**src/rtl/execute_muldiv_unit.sv**
```systemverilog
// Iterative RV32M multiply/divide unit for the execute stage.
// Shift-add multiply and restoring divide on operand magnitudes, one bit per cycle,
// with the sign fixed up on the final iteration. Holds the pipeline via stall_E.
//
//   state | meaning
//   IDLE  | waiting for an M op; accepts one the cycle it appears
//   RUN   | iterating, one product/quotient bit per cycle
//   DONE  | result registered and flagged valid for one cycle
module execute_muldiv_unit #(
  parameter int XLEN = 32
) (
  input  logic            CLK,
  input  logic            RST_N,
  input  logic            muldiv_E,
  input  logic [2:0]      funct3_E,
  input  logic [XLEN-1:0] src_a_E,
  input  logic [XLEN-1:0] src_b_E,
  input  logic            flush_E,
  output logic            stall_E,
  output logic            busy_E,
  output logic            result_valid_E,
  output logic [XLEN-1:0] muldiv_result_E
);

  localparam int CW = $clog2(XLEN) + 1;

  typedef enum logic [1:0] {IDLE, RUN, DONE} state_t;

  state_t            state;
  logic [CW-1:0]     count;
  logic [2:0]        op;
  logic [XLEN-1:0]   mag_a;
  logic [XLEN-1:0]   mag_b;
  logic              neg;
  // hi: product high half / partial remainder; lo: multiplier bits / quotient bits
  logic [XLEN-1:0]   hi;
  logic [XLEN-1:0]   lo;
  logic [XLEN-1:0]   result;

  logic              a_sgn, b_sgn, in_neg;
  logic [XLEN-1:0]   in_mag_a, in_mag_b;
  logic              fast;
  logic [XLEN-1:0]   fast_res;

  logic [XLEN:0]     mul_sum;
  logic [XLEN-1:0]   mul_hi_next, mul_lo_next;
  logic [XLEN:0]     div_shift;
  logic              div_ge;
  logic [XLEN-1:0]   div_diff;
  logic [XLEN-1:0]   div_rem_next, div_quo_next;
  logic [XLEN-1:0]   iter_hi, iter_lo;
  logic [2*XLEN-1:0] prod, prod_s;
  logic [XLEN-1:0]   quo_s, rem_s;
  logic [XLEN-1:0]   final_res;

  // Operand decode at acceptance: signedness, magnitudes, result sign and fast-path detection
  always_comb begin
    a_sgn    = src_a_E[XLEN-1] & (funct3_E == 3'b001 || funct3_E == 3'b010 ||
                                  funct3_E == 3'b100 || funct3_E == 3'b110);
    b_sgn    = src_b_E[XLEN-1] & (funct3_E == 3'b001 || funct3_E == 3'b100 ||
                                  funct3_E == 3'b110);
    in_mag_a = a_sgn ? -src_a_E : src_a_E;
    in_mag_b = b_sgn ? -src_b_E : src_b_E;
    // remainder takes the dividend's sign; everything else the xor of both
    in_neg   = (funct3_E == 3'b110) ? a_sgn : (a_sgn ^ b_sgn);
    fast     = 1'b0;
    fast_res = '0;
    if (funct3_E[2]) begin
      if (src_b_E == '0) begin
        fast     = 1'b1;
        fast_res = funct3_E[1] ? src_a_E : '1;
      end else if (!funct3_E[0] && src_a_E == {1'b1, {(XLEN-1){1'b0}}} && src_b_E == '1) begin
        fast     = 1'b1;
        fast_res = funct3_E[1] ? '0 : src_a_E;
      end
    end
  end

  // One multiply or divide iteration, plus the signed/selected result of the final step
  always_comb begin
    mul_sum      = {1'b0, hi} + (lo[0] ? {1'b0, mag_a} : '0);
    mul_hi_next  = mul_sum[XLEN:1];
    mul_lo_next  = {mul_sum[0], lo[XLEN-1:1]};
    div_shift    = {hi, lo[XLEN-1]};
    div_ge       = div_shift >= {1'b0, mag_b};
    div_diff     = div_shift[XLEN-1:0] - mag_b;
    div_rem_next = div_ge ? div_diff : div_shift[XLEN-1:0];
    div_quo_next = {lo[XLEN-2:0], div_ge};
    iter_hi      = op[2] ? div_rem_next : mul_hi_next;
    iter_lo      = op[2] ? div_quo_next : mul_lo_next;
    prod         = {mul_hi_next, mul_lo_next};
    prod_s       = neg ? -prod : prod;
    quo_s        = neg ? -div_quo_next : div_quo_next;
    rem_s        = neg ? -div_rem_next : div_rem_next;
    case (op)
      3'b000:                 final_res = prod_s[XLEN-1:0];
      3'b001, 3'b010, 3'b011: final_res = prod_s[2*XLEN-1:XLEN];
      3'b100, 3'b101:         final_res = quo_s;
      default:                final_res = rem_s;
    endcase
  end

  // Control FSM with operand latching and iteration registers
  always_ff @(posedge CLK or negedge RST_N) begin
    if (!RST_N) begin
      state  <= IDLE;
      count  <= '0;
      op     <= '0;
      mag_a  <= '0;
      mag_b  <= '0;
      neg    <= 1'b0;
      hi     <= '0;
      lo     <= '0;
      result <= '0;
    end else if (flush_E) begin
      state <= IDLE;
    end else begin
      case (state)
        IDLE: begin
          if (muldiv_E) begin
            op    <= funct3_E;
            mag_a <= in_mag_a;
            mag_b <= in_mag_b;
            neg   <= in_neg;
            if (fast) begin
              result <= fast_res;
              state  <= DONE;
            end else begin
              hi    <= '0;
              lo    <= funct3_E[2] ? in_mag_a : in_mag_b;
              count <= CW'(XLEN);
              state <= RUN;
            end
          end
        end
        RUN: begin
          hi    <= iter_hi;
          lo    <= iter_lo;
          count <= count - CW'(1);
          if (count == CW'(1)) begin
            result <= final_res;
            state  <= DONE;
          end
        end
        default: state <= IDLE;
      endcase
    end
  end

  assign stall_E         = ~flush_E & ((state == IDLE & muldiv_E) | (state == RUN));
  assign busy_E          = (state != IDLE);
  assign result_valid_E  = (state == DONE) & ~flush_E;
  assign muldiv_result_E = result;

endmodule

```
**config.mk**
```make
export PLATFORM = sky130hd
export DESIGN_NAME = execute_muldiv_unit
export DESIGN_NICKNAME = d
export VERILOG_FILES = /design/src/rtl/execute_muldiv_unit.sv
export SDC_FILE = /design/constraint.sdc
export NUM_CORES = 1
export LEC_CHECK = 0
export CAP_MARGIN = 30
export CORE_MARGIN = 3
export CORE_UTILIZATION = 35
export CTS_BUF_LIST = sky130_fd_sc_hd__clkbuf_8
export DETAILED_ROUTE_END_ITERATION = 16
export DONT_BUFFER_PORTS = 1
export PLACE_DENSITY_LB_ADDON = 0.25
export RECOVER_POWER = 50
export SLEW_MARGIN = 10
export SYNTH_ARGS = -nofsm -noshare
export SYNTH_HDL_FRONTEND = slang
export SYNTH_SLANG_ARGS = --single-unit
```
**constraint.sdc**
```tcl
create_clock -name CLK -period 6.1 [get_ports CLK]
set_input_delay 1.83 -clock CLK [delete_from_list [all_inputs] [get_ports CLK]]
set_output_delay 1.83 -clock CLK [all_outputs]
set_load 0.1 [all_outputs]
```
==> results of run 1 <==
==> power by group through the flow <==
stage	Clock, mW	Combinational, mW	Sequential [mW]
3_3_place_gp	0	3.87	1.89
4_1_cts	0.945	3.90	1.88
5_1_grt	0.982	4.29	1.92
6_report	0.927	4.01	1.89
2_1_floorplan	0	2.68	1.75
3_5_place_dp	0	3.88	1.91
==> how the worst max path moves through the flow <==
stage | startpoint | end | slack (ns)
3_3_place_gp | src_a_E[0] | muldiv_result_E[31] | 0.41
4_1_cts | mag_b[1] | muldiv_result_E[20] | 0.30
6_report | hi[28] | muldiv_result_E[24] | 0.31
3_5_place_dp | mag_b[1] | muldiv_result_E[20] | 0.33
2_1_floorplan | flush_E | stall_E | 0.10
5_1_grt | hi[28] | muldiv_result_E[24] | 0.02
==> cell type report <==
cell class	instances	area, um2
Antenna cell	3	7.51
Clock buffer	17	234
Clock inverter	14	171
Fill cell	5388	31200
Inverter	77	289
Multi-Input combinational cell	2016	12800
Sequential cell	172	4310
Tap cell	672	841
Timing Repair Buffer	79	651
==> sequential cells by signal, indices dropped and copies added, names as in the netlist <==
name             count
count                6
hi                  32
lo                  32
mag_a               32
mag_b               32
muldiv_result_E     32
neg                  1
op                   3
state                2
==> worst min-delay path: cells and delay by family (launching register included) <==
kind | cells | cell delay [ns]
and+or+nand+nor | 2 | 0.10
DFF | 1 | 0.35
==> through the flow <==
stage | total power, mW | std cells
2_1_floorplan | 4.43 | 2435
3_3_place_gp | 5.77 | 3013
3_5_place_dp | 5.79 | 3016
4_1_cts | 6.73 | 3047
5_1_grt | 7.19 | 3048
6_report | 6.83 | 3050
==> cell families (layout without fill, tap and decap cells) <==
family | count (synthesis) | in the layout | share of synthesized area [%]
and+or+nand+nor | 856 | 856 | 23.1
AOI/OAI and AO/OA | 801 | 801 | 27.8
muxes | 70 | 70 | 4.04
DFF | 172 | 172 | 23.9
buffers and inverters | 247 | 187 | 5.33
adders and majority gates | 74 | 74 | 5.23
xor gates and xnor gates | 215 | 215 | 10.5
other | 0 | 3 | 0
==> what timing repair did <==
item | in CTS | in global routing
resized for setup | 0 | 6
endpoints found under the setup margin | 0 | 3
endpoints found under the hold margin | 0 | 0
==> routing by layer <==
layer | global-route usage (%) | share of wire [%] | vias to the layer above
li1 | - | - | 8721
met1 | 39.8 | 42 | 9147
met2 | 45.4 | 44 | 926
met3 | 7.79 | 9.3 | 169
met4 | 13.6 | 5.1 | 6
met5 | 0 | 0.047 | -
==> cell usage in the layout, fill, tap and decap left out, types with 52 or more instances in the layout <==
cell type,Yosys,final
dfrtp_1,172,170
xor2_1,103,103
a21oi_1,170,170
inv_1,75,77
nor2_1,201,200
o21ai_0,288,286
nand2_1,287,287
ha_1,72,71
nor3_1,73,72
and2_1,52,52
buf_4,2,74
xnor2_1,112,112
==> results.yml, run 1 <==
status:
  run_status: "complete, but fails checks"
  violations: "max-capacitance violations, max-slew violations"
worst_setup_path:
  end_kind: "register"
  critPathMaxStageDelay_ns: 0.49
  worst_path_dominant_cell_family: "simple AND/OR/NAND/NOR gates"
  required_ns: 6.57
  worstRegToRegCells: 21
  crit_buf_inv: 1
  crit_chain: "ha_1 > nand4b_1 > nor2_1 > nand2_1 > or4_1 > o311a_1 > nand2_1 > buf_4 > nand2_1 > o21ai_0 > ha_2 > nand3b_1 > or3b_2 > or3_1 > nor3_1 > a41oi_1 > or2_4 > nor3_2 > mux2_2 > o21ai_0 > o21ai_0"
  r2r_slack_ns: 0.31
  crit_fanout: 10
  r2r-start: "hi[28]"
  cp.depth: 21
  r2r_end: "muldiv_result_E[24]"
  crit_arrival_ns: 6.26
  start_kind: "register"
  cpMaxStageDelayCell: "or3b_2"
  crit_type: "register to register"
layout:
  fin_area_um2: 19300
  final_util_pct: 38.2
  area_growth_pct: 7.19
  final_layout_size_suffix_gt1_share_pct: 7.24
  nNetsFinal: 2508
detailed_routing:
  ant_nets: 0
  drt_iter0_drc: 2211
  routed-via-count: 18969
  wirelength_mm: 82.3
  drcViolationCount: 0
  viasPerCell: 6.22
  routedWlPerCell_um: 27.0
  drt-pass1-iter-count: 8
synthesis:
  synthArstFlopShare_pct: 100
  synthFlopType: "dfrtp_1"
  yosysSeqAreaShare_pct: 23.9
  synthMostInstantiatedCell: "o21ai_0"
  ys_ff_latch: 172
  ys_types: 91
  syn_avg_cell_area_um2: 7.38
  synth_top_area_cell: "dfrtp_1"
  synth_area_um2: 18000
  synthTopCellsByArea: "dfrtp_1, o21ai_0, nand2_1"
  netlist.area_leader.share_pct: 23.9
  synth_edf_count: 0
  synth_commonest_cells: "o21ai_0, nand2_1, nor2_1, dfrtp_1, a21oi_1"
  syn-num-nets: 2580
  ys.warnings.count: 0
  synth_cells: 2435
clock_tree:
  cts_root_buf: "clkbuf_8"
  cts.sinks: 172
  cts_tree: "built"
  insertion_delay_ns: 0.60
  cts_hold_buf: 0
  clk_pin_slew_ns: 0.10
  clock_path_buffers: 2
  cts_made_buffers: 17
  cts_htree_levels: 4
  cts_setup_buffers: 0
floorplan:
  num_rows: 82
  die_w_um: 233
  start_util_pct: 35.6
  die-height_um: 233
  io_pins: 106
  core-area_um2: 50500
  fp.dieArea_um2: 54100
timing:
  fin_skew_ns: 0.0180
  clock.fmax_mhz: 173
  tns_ns: 0
  finalCriticalPeriod_ns: 5.79
  finalSetupViolations: 0
  fin_crit_sh_pct: 94.9
  rsz0062_at_grt: "no"
  worst_slack_ns: 0.313
  relSlewSlack_pct: -66.5
  slew_viol_final: 71
  worstMarginPinSlew_ns: 2.50
  holdWs_ns: 0.482
  hold_viol: 0
worst_hold_path:
  hold_depth: 2
  min_to: "mag_a[20]"
  min_from: "mag_a[20]"
  hold_path_class: "register to register"
placement:
  place_area_um2: 18800
  io_buffers: 0
  dp_hpwl_mm: 64.9
  gp_congestion: 0.973
  preCtsSetupSlack_ns: 0.328
power:
  cellInternalPower_mw: 3.13
  p_sw_share_pct: 54.2
  ir_drop_mv: 0.212
  share_comb_of_total_power_pct: 58.7
  power.share.clock_pct: 13.6
  p_seq_share_pct: 27.7
  netSwitchingPower_mw: 3.70
  leakagePower_nw: 7.71
  powerDensity_nw_per_um2: 355
grt:
  first_global_vias: 17893
  antenna_found_initial: 12
  grt_first_pass_wirelength_mm: 120
  grt_overflow: 0
  grt_max_degree: 173
  grtUsageTotal_pct: 29.9
run:
  drv_cap: 1
(Power assumes the default switching activity.)
==> run 2: changes to the inputs <==
- HOLD_SLACK_MARGIN: default -> 0.15
==> results of run 2 <==
The final DEF is identical to that of run 1; final timing and power are the same.
